===== src/rtl/raycast_pkg.sv =====
// Shared raycaster types: screen geometry, frame-scheduler states and the player pose record.
package raycast_pkg;

    localparam int RAY_SCREEN_WIDTH  = 320;
    localparam int RAY_SCREEN_HEIGHT = 240;
    localparam int RAY_POSE_W        = 16;

    typedef enum logic [1:0] {
        IDLE,
        LATCH,
        ISSUE,
        DRAIN
    } sched_state_t;

    typedef struct packed {
        logic [RAY_POSE_W-1:0] pos_x;
        logic [RAY_POSE_W-1:0] pos_y;
        logic [RAY_POSE_W-1:0] dir_x;
        logic [RAY_POSE_W-1:0] dir_y;
        logic [RAY_POSE_W-1:0] plane_x;
        logic [RAY_POSE_W-1:0] plane_y;
    } pose_t;

endpackage


===== src/rtl/drain_watchdog.sv =====
// Loadable up-counter that stops and flags once it reaches LIMIT; used to bound pipeline-drain waits.
module drain_watchdog #(
    parameter int             W     = 16,
    parameter logic [W-1:0]   LIMIT = '1
) (
    input  logic         clk,
    input  logic         rst,
    input  logic         load,
    input  logic [W-1:0] load_value,
    input  logic         enable,
    output logic         expired
);

    logic [W-1:0] count;

    assign expired = (count == LIMIT);

    // NOTE: sequential state uses non-blocking assignments so every flop samples pre-edge values.
    always_ff @(posedge clk) begin
        if (rst) begin
            count <= '0;
        end else if (load) begin
            count <= load_value;
        end else if (enable && !expired) begin
            count <= count + 1'b1;
        end
    end

endmodule


===== src/rtl/ray_frame_scheduler.sv =====
// Per-frame column sequencer for the raycaster: latches the pose, issues columns, waits for drain.
// Optional statistics counters are enabled by defining RAY_SCHED_STATS_EN.
module ray_frame_scheduler #(
    parameter int SCREEN_WIDTH  = raycast_pkg::RAY_SCREEN_WIDTH,
    parameter int HCOUNT_W      = 9,
    parameter int POSE_W        = raycast_pkg::RAY_POSE_W,
    parameter int DRAIN_TIMEOUT = 65535
) (
    input  logic                pixel_clk_in,
    input  logic                rst_in,
    input  logic                new_frame_in,
    input  logic [POSE_W-1:0]   posX_in,
    input  logic [POSE_W-1:0]   posY_in,
    input  logic [POSE_W-1:0]   dirX_in,
    input  logic [POSE_W-1:0]   dirY_in,
    input  logic [POSE_W-1:0]   planeX_in,
    input  logic [POSE_W-1:0]   planeY_in,
    input  logic                ray_tready_in,
    output logic                ray_tvalid_out,
    output logic                ray_tlast_out,
    output logic [HCOUNT_W-1:0] hcount_out,
    output logic [POSE_W-1:0]   posX_out,
    output logic [POSE_W-1:0]   posY_out,
    output logic [POSE_W-1:0]   dirX_out,
    output logic [POSE_W-1:0]   dirY_out,
    output logic [POSE_W-1:0]   planeX_out,
    output logic [POSE_W-1:0]   planeY_out,
    input  logic                frame_done_in,
    output logic                busy_out,
    output logic                timeout_err_out
`ifdef RAY_SCHED_STATS_EN
    ,
    output logic [15:0]         frames_skipped_out,
    output logic [15:0]         frames_done_out
`endif
);

    import raycast_pkg::*;

    localparam int                  CNT_W       = (DRAIN_TIMEOUT < 2) ? 1 : $clog2(DRAIN_TIMEOUT + 1);
    localparam logic [CNT_W-1:0]    TIMEOUT_VAL = CNT_W'(DRAIN_TIMEOUT);
    localparam logic [HCOUNT_W-1:0] LAST_COL    = HCOUNT_W'(SCREEN_WIDTH - 1);

    sched_state_t state, state_next;

    logic handshake;
    logic last_col;
    logic drain_expired;
    logic frame_done_exit;
    logic new_frame_ignored;

    assign ray_tvalid_out    = (state == ISSUE);
    assign last_col          = (hcount_out == LAST_COL);
    assign ray_tlast_out     = ray_tvalid_out && last_col;
    assign handshake         = ray_tvalid_out && ray_tready_in;
    assign busy_out          = (state != IDLE);
    assign frame_done_exit   = (state == DRAIN) && frame_done_in;
    // A pulse that lands on the drain-completion cycle starts the next frame instead of being dropped.
    assign new_frame_ignored = new_frame_in && (state != IDLE) && !frame_done_exit;

    drain_watchdog #(
        .W     (CNT_W),
        .LIMIT (TIMEOUT_VAL)
    ) u_drain_watchdog (
        .clk        (pixel_clk_in),
        .rst        (rst_in),
        .load       (state != DRAIN),
        .load_value ('0),
        .enable     (state == DRAIN),
        .expired    (drain_expired)
    );

    always_ff @(posedge pixel_clk_in) begin
        if (rst_in) begin
            state <= IDLE;
        end else begin
            state <= state_next;
        end
    end

    // NOTE: next-state is defaulted first so no path through the case leaves it unassigned (no latch).
    always_comb begin
        state_next = state;
        case (state)
            IDLE:  if (new_frame_in) state_next = LATCH;
            LATCH: state_next = ISSUE;
            ISSUE: if (handshake && last_col) state_next = DRAIN;
            DRAIN: begin
                if (frame_done_in) begin
                    state_next = new_frame_in ? LATCH : IDLE;
                end else if (drain_expired) begin
                    state_next = IDLE;
                end
            end
            default: state_next = IDLE;
        endcase
    end

    always_ff @(posedge pixel_clk_in) begin
        if (rst_in) begin
            hcount_out      <= '0;
            posX_out        <= '0;
            posY_out        <= '0;
            dirX_out        <= '0;
            dirY_out        <= '0;
            planeX_out      <= '0;
            planeY_out      <= '0;
            timeout_err_out <= 1'b0;
        end else begin
            if (state == LATCH) begin
                hcount_out <= '0;
                posX_out   <= posX_in;
                posY_out   <= posY_in;
                dirX_out   <= dirX_in;
                dirY_out   <= dirY_in;
                planeX_out <= planeX_in;
                planeY_out <= planeY_in;
            end else if (handshake && !last_col) begin
                hcount_out <= hcount_out + 1'b1;
            end
            if ((state == DRAIN) && !frame_done_in && drain_expired) begin
                timeout_err_out <= 1'b1;
            end
        end
    end

`ifdef RAY_SCHED_STATS_EN
    always_ff @(posedge pixel_clk_in) begin
        if (rst_in) begin
            frames_skipped_out <= '0;
            frames_done_out    <= '0;
        end else begin
            if (new_frame_ignored && (frames_skipped_out != 16'hFFFF)) begin
                frames_skipped_out <= frames_skipped_out + 1'b1;
            end
            if (frame_done_exit) begin
                frames_done_out <= frames_done_out + 1'b1;
            end
        end
    end
`else
    logic unused_ignored;
    assign unused_ignored = new_frame_ignored;
`endif

endmodule


===== config.mk =====
export PLATFORM = sky130hd
export DESIGN_NAME = ray_frame_scheduler
export DESIGN_NICKNAME = d
export VERILOG_FILES = /design/src/rtl/raycast_pkg.sv /design/src/rtl/drain_watchdog.sv /design/src/rtl/ray_frame_scheduler.sv
export SDC_FILE = /design/constraint.sdc
export NUM_CORES = 1
export LEC_CHECK = 0
export CORE_MARGIN = 1.5
export CORE_UTILIZATION = 40
export CTS_BUF_LIST = sky130_fd_sc_hd__clkbuf_4
export CTS_CLUSTER_SIZE = 10
export DETAILED_ROUTE_END_ITERATION = 12
export GPL_ROUTABILITY_DRIVEN = 0
export MAX_ROUTING_LAYER = met4
export PLACE_DENSITY_LB_ADDON = 0.3
export SLEW_MARGIN = 15
export SYNTH_ARGS = -nofsm -noshare
export SYNTH_HDL_FRONTEND = slang
export SYNTH_SLANG_ARGS = --single-unit

===== constraint.sdc =====
create_clock -name pixel_clk_in -period 2.2 [get_ports pixel_clk_in]
set_clock_uncertainty 0.1 [all_clocks]
set_input_delay 0.44 -clock pixel_clk_in [delete_from_list [all_inputs] [get_ports pixel_clk_in]]
set_output_delay 0.44 -clock pixel_clk_in [all_outputs]
set_load 0.02 [all_outputs]

==> metrics.cfg, run 1 <==
[clocking]
h-tree-depth=4
cts_tree=done
clk_pin_slew_worst_paths_ns=0.10
clock_sinks=124
clockBufferDepth=2
root_buffer=clkbuf_4
clock_latency_ns=0.50
cts-buffers-inserted=17

[grt]
grt_pass1_vias=4275
grt_pass1_wl_mm=20.5
track_usage_pct=21.2
grt_max_degree=58
antenna_found_initial=0
grt_overflow_total=0

[timing]
hold_viol=0
setup_tns_ns=0
relSlewSlack_pct=60.7
min_period_ns=2.08
tightest_slew_ns=0.585
drv_slew=0
period_share_pct=94.6
setup_viol_count_final=0
fmax_ghz=0.481
rsz0062_at_grt=false

[placement]
dpl.hpwl_mm=9.65
port_buffers=209
dpl_cell_area_mm2=0.00717

[yosys]
synth-warning-count=0
synth_cell_types=43
synthTopCellsByArea=dfxtp_1 51%, mux2i_1 21%, nor2_1 8.6%, ha_1 1.8%, xnor2_1 1.1%
synth_seq_cells=124
synth_top_area_share_pct=51.3
synth.largest_area_cell=dfxtp_1
syn_area_per_cell_um2=10.1
synthesis.nets=587
ys_seq_area_share_pct=51.3
syn_area_mm2=0.00484
synth_cells=479

[power]
ir_drop_mv=0.626
power.leakage_nw=2.91
power_density_mw_per_mm2=964
power_mw=7.15

[floorplan]
die_area_mm2=0.0128
io_pins=210
core_area_mm2=0.0116
die_height_um=113
initial_core_util_pct=41.7
die_w_um=113
fp-row-count=39

[finish]
postLayoutCellArea_mm2=0.00742
layout_common_cells=198 x clkdlybuf4s50_1, 120 x dfxtp_1, 111 x nor2_1
diodes=0
fillers=950
final_common_cell=clkdlybuf4s50_1
nNetsFinal=807
drive_gt1_share_pct=8.30
synthToLayoutAreaGrowth_pct=53.3

[drt]
dr_total_vias=4287
initialDrtViolationCount=257
drt_wl_total_mm=13.1
remaining_drc_errors=0
ant_nets=0
post_drt_via_cell_ratio=5.02
first_pass_iters=4
wire_per_inst_um=15.3

[worst_setup_path]
path_max_fanout=6
endpoint_kind=flip-flop
path_class=flip-flop to flip-flop
start_kind=flip-flop
worst-endpoint-arrival_ns=2.40
critPathRequiredTime_ns=2.52

[min_path]
holdCritPathClass=input port to flip-flop

[outcome]
outcome=finished, final reports clean

[flow_run]
cap_violations=0

-- per-layer routing --
metal,share of wire [%],up-vias,track usage [%]
met5,0,-,-
met4,2.7,0,10.0
met3,6.5,25,6.96
met2,52,142,36.3
met1,39,2018,22.2
li1,-,2102,-
-- power by group --
| group | total [mW] | leakage (nW) | switching, mW | internal, mW |
|---|---|---|---|---|
| clock | 1.28 | 0.130 | 0.742 | 0.540 |
| combinational | 3.03 | 1.77 | 1.51 | 1.52 |
| sequential | 2.84 | 1.01 | 0.204 | 2.64 |
-- stage by stage --
stage | setup slack, ns | hold slack (ns) | utilization, % | cells
3_5_place_dp | 0.000768 | 0.365 | 61.7 | 822
4_1_cts | -0.0637 | 0.0648 | 63.6 | 853
5_1_grt | 0.0164 | 0.0668 | 63.9 | 854
2_1_floorplan | 0.0837 | 0.351 | - | 479
6_report | 0.119 | 0.115 | 63.9 | 854
3_3_place_gp | 0.00463 | 0.349 | 61.7 | 822
-- state kept, by name, indices dropped and copies added, names as in the netlist --
register	count
dirX_out	16
hcount_out	9
posY_out	16
dirY_out	16
state	2
timeout_err_out	1
u_drain_watchdog.count	16
planeX_out	16
posX_out	16
planeY_out	16
-- worst paths after layout --
kind                                              to                          from  depth (start not counted)  slack [ns]
min                     timeout_err_out$_SDFFE_PP0P_                        rst_in                          2        0.12
max          u_drain_watchdog.count[15]$_SDFFE_PP0P_         state[0]$_SDFFE_PP0P_                          6        0.12
min reg2reg             timeout_err_out$_SDFFE_PP0P_  timeout_err_out$_SDFFE_PP0P_                          2        0.39
max reg2reg  u_drain_watchdog.count[15]$_SDFFE_PP0P_         state[0]$_SDFFE_PP0P_                          6        0.12
-- cell families after synthesis --
kind of cell,count (synthesis),share of synthesized area [%]
buffers and inverters,33,2.69
and+or+nand+nor,168,16.1
adders and majority gates,7,1.81
DFF,124,51.3
xor gates and xnor gates,10,1.81
muxes,102,21.1
AOI/OAI and AO/OA,35,5.20
-- synthesized netlist by cell type --
master,number
o31ai_1,6
o2111ai_1,1
mux2i_1,102
inv_1,8
a31o_2,1
o41ai_1,1
nor3b_1,1
nor4_1,2
o31a_1,1
and4_1,4
dfxtp_1,124
or4_1,6
nor2_1,111
o21ai_0,3
a31oi_1,3
clkbuf_1,12
a221oi_2,1
ha_1,7
o211ai_1,2
nor3_1,1
a21oi_1,7
buf_2,5
nand4b_1,1
xnor2_1,6
nand2b_1,4
nand3_1,5
nor2b_1,2
and2_1,5
or4b_2,1
nand4_1,5
or3_1,1
and3_1,4
xor2_1,4
o21bai_1,1
nand4_4,1
o311ai_0,2
nor4bb_1,1
or2_2,1
o311a_1,1
o21a_1,3
nand2_1,12
buf_1,8
a211oi_1,2
-- worst max-delay path, cell delays in order, from the launching register on --
cell and delay, ns:
dfxtp_1 0.34, buf_4 0.15, ha_1 0.26, and2_1 0.22, nand4_1 0.22, or4_1 0.54
a21oi_1 0.18
-- layout make-up --
| type | count | area [um2] | area share, % |
|---|---|---|---|
| clock buffer | 26 | 195 | 2.63 |
| clock inverter | 5 | 20.0 | 0.270 |
| inverter | 8 | 30.0 | 0.405 |
| multi-input combinational | 322 | 2270 | 30.6 |
| sequential | 124 | 2490 | 33.5 |
| tap | 143 | 179 | 2.41 |
| timing repair buffer | 226 | 2240 | 30.2 |
-- what timing repair did --
| item | 4_1_cts | 5_1_grt |
|---|---|---|
| buffers inserted | 0 | 1 |
| resized for setup | 14 | 10 |
| hold buffers | 0 | 0 |
| pin swaps | 0 | 3 |
| setup endpoints to repair | 5 | 7 |
Note: power is estimated with default switching activity, not from simulation.
==> run 2, diff against run 1 <==
--- a/config.mk
+++ b/config.mk
@@ -13,6 +13,7 @@
 export GPL_ROUTABILITY_DRIVEN = 0
 export MAX_ROUTING_LAYER = met4
 export PLACE_DENSITY_LB_ADDON = 0.3
+export SKIP_LAST_GASP = 1
 export SLEW_MARGIN = 15
 export SYNTH_ARGS = -nofsm -noshare
 export SYNTH_HDL_FRONTEND = slang
==> metrics.cfg, run 2 (synthesis gave the netlist of run 1 again) <==
[clocking]
clock_latency_ns=0.50  ; about the same
cts_tree=done  ; unchanged
clock_sinks=124  ; unchanged
clockBufferDepth=2  ; unchanged
cts_hold_buf=0  ; unchanged
clk_pin_slew_worst_paths_ns=0.10  ; about the same
root_buffer=clkbuf_4  ; unchanged
h-tree-depth=4  ; unchanged
cts-buffers-inserted=17  ; unchanged

[worst_setup_path]
critPathRequiredTime_ns=1.66  ; was 2.52 ns
startpoint=hcount_out[0]$_SDFFE_PP0P_  ; was state[0]$_SDFFE_PP0P_
endpoint_kind=output port  ; was flip-flop
worst-endpoint-arrival_ns=1.60  ; was 2.40 ns
path_class=flip-flop to output port  ; was flip-flop to flip-flop
r2r_start=state[0]$_SDFFE_PP0P_  ; unchanged
start_kind=flip-flop  ; unchanged
path_max_fanout=4  ; was 6

[placement]
dpl.hpwl_mm=9.65  ; unchanged
port_buffers=209  ; unchanged
place_worst_setup_slack_ns=0.000768  ; unchanged
post-place-cells=822  ; unchanged

[drt]
drt_wl_total_mm=13.0  ; was 13.1 mm
ant_nets=0  ; unchanged
wire_per_inst_um=15.2  ; was 15.3 um
post_drt_via_cell_ratio=5.03  ; was 5.02
first_pass_iters=4  ; unchanged
remaining_drc_errors=0  ; unchanged
initialDrtViolationCount=263  ; was 257
dr_total_vias=4296  ; was 4,287

[finish]
final_common_cell=clkdlybuf4s50_1  ; unchanged
fin_cells=854  ; unchanged
nNetsFinal=807  ; unchanged
synthToLayoutAreaGrowth_pct=52.9  ; was 53.3%
diodes=0  ; unchanged
layout_common_cells=200 x clkdlybuf4s50_1, 123 x dfxtp_1, 111 x nor2_1  ; was 198 x clkdlybuf4s50_1, 120 x dfxtp_1, 111 x nor2_1
drive_gt1_share_pct=7.88  ; was 8.30%
final_core_util_pct=63.7  ; was 63.9%

[floorplan]
die_area_mm2=0.0128  ; unchanged
initial_core_util_pct=41.7  ; unchanged
fp-row-count=39  ; unchanged
core_area_mm2=0.0116  ; unchanged
io_pins=210  ; unchanged
die_w_um=113  ; unchanged
die_height_um=113  ; unchanged

[grt]
track_usage_pct=21.2  ; about the same
grt_max_degree=58  ; unchanged
grt_pass1_wl_mm=20.4  ; was 20.5 mm
grt_overflow_total=0  ; unchanged
grt_pass1_vias=4269  ; was 4,275
antenna_found_initial=0  ; unchanged

[power]
ir_drop_mv=0.625  ; was 0.626 mV
power_mw=7.15  ; about the same
power_density_mw_per_mm2=966  ; was 964 mW/mm2
power.leakage_nw=2.88  ; was 2.91 nW

[timing]
relSlewSlack_pct=60.7  ; about the same
setup_ws_ns=0.0634  ; was 0.119 ns
tightest_slew_ns=0.585  ; about the same
period_share_pct=97.1  ; was 94.6%
fmax_ghz=0.468  ; was 0.481 GHz
holdWs_ns=0.116  ; was 0.115 ns
drv_slew=0  ; unchanged
hold_viol=0  ; unchanged
min_period_ns=2.14  ; was 2.08 ns
setup_viol_count_final=0  ; unchanged
rsz0062_at_grt=true  ; was false

[min_path]
holdCritStartpoint=rst_in  ; unchanged
holdCritPathClass=input port to flip-flop  ; unchanged

[outcome]
outcome=finished, final reports clean  ; unchanged

[flow_run]
cap_violations=0  ; unchanged

## run 2: timing repair
action,CTS,global route
resized for setup,10,7
setup endpoints to repair,5,6
setup buffers,0,1
pin swaps,0,2
cloned,0,0
## run 2: worst paths after layout
check | slack (ns) | depth (start not counted) | to
max | 0.06 | 4 | ray_tlast_out
min | 0.12 | 2 | timeout_err_out$_SDFFE_PP0P_
max reg2reg | 0.12 | 6 | u_drain_watchdog.count[15]$_SDFFE_PP0P_
min reg2reg | 0.39 | 2 | timeout_err_out$_SDFFE_PP0P_
## run 2: worst max-delay path: stages, from the launching register on
cell,delay (ns)
dfxtp_1,0.35
ha_2,0.21
nor4bb_4,0.21
and3_1,0.17
buf_2,0.16
## run 2: per-stage QoR
step,area (um2),TNS [ns]
5_1_grt,7400,-0.0685
6_report,7400,0
3_5_place_dp,7170,0
2_1_floorplan,4840,0
4_1_cts,7390,-0.223
3_3_place_gp,7170,0
## run 2: per-layer routing
metal,vias to the layer above,part of all wire [%],GRT usage [%]
met5,-,0,-
met3,25,6.6,6.96
met1,2024,39,22.2
met2,147,52,36.2
met4,0,2.7,10.0
li1,2100,-,-
## run 2: final cells by class
cell class / count / area [um2]
Inverter: 8 / 30.0
Clock inverter: 5 / 20.0
Multi-Input combinational cell: 322 / 2260
Timing Repair Buffer: 226 / 2240
Sequential cell: 124 / 2480
Clock buffer: 26 / 195
Tap cell: 143 / 179
Fill cell: 955 / 4210
## run 2: where the power goes
group,total (mW),internal (mW),switching (mW)
combinational,3.03,1.52,1.51
clock,1.28,0.540,0.744
sequential,2.84,2.63,0.203
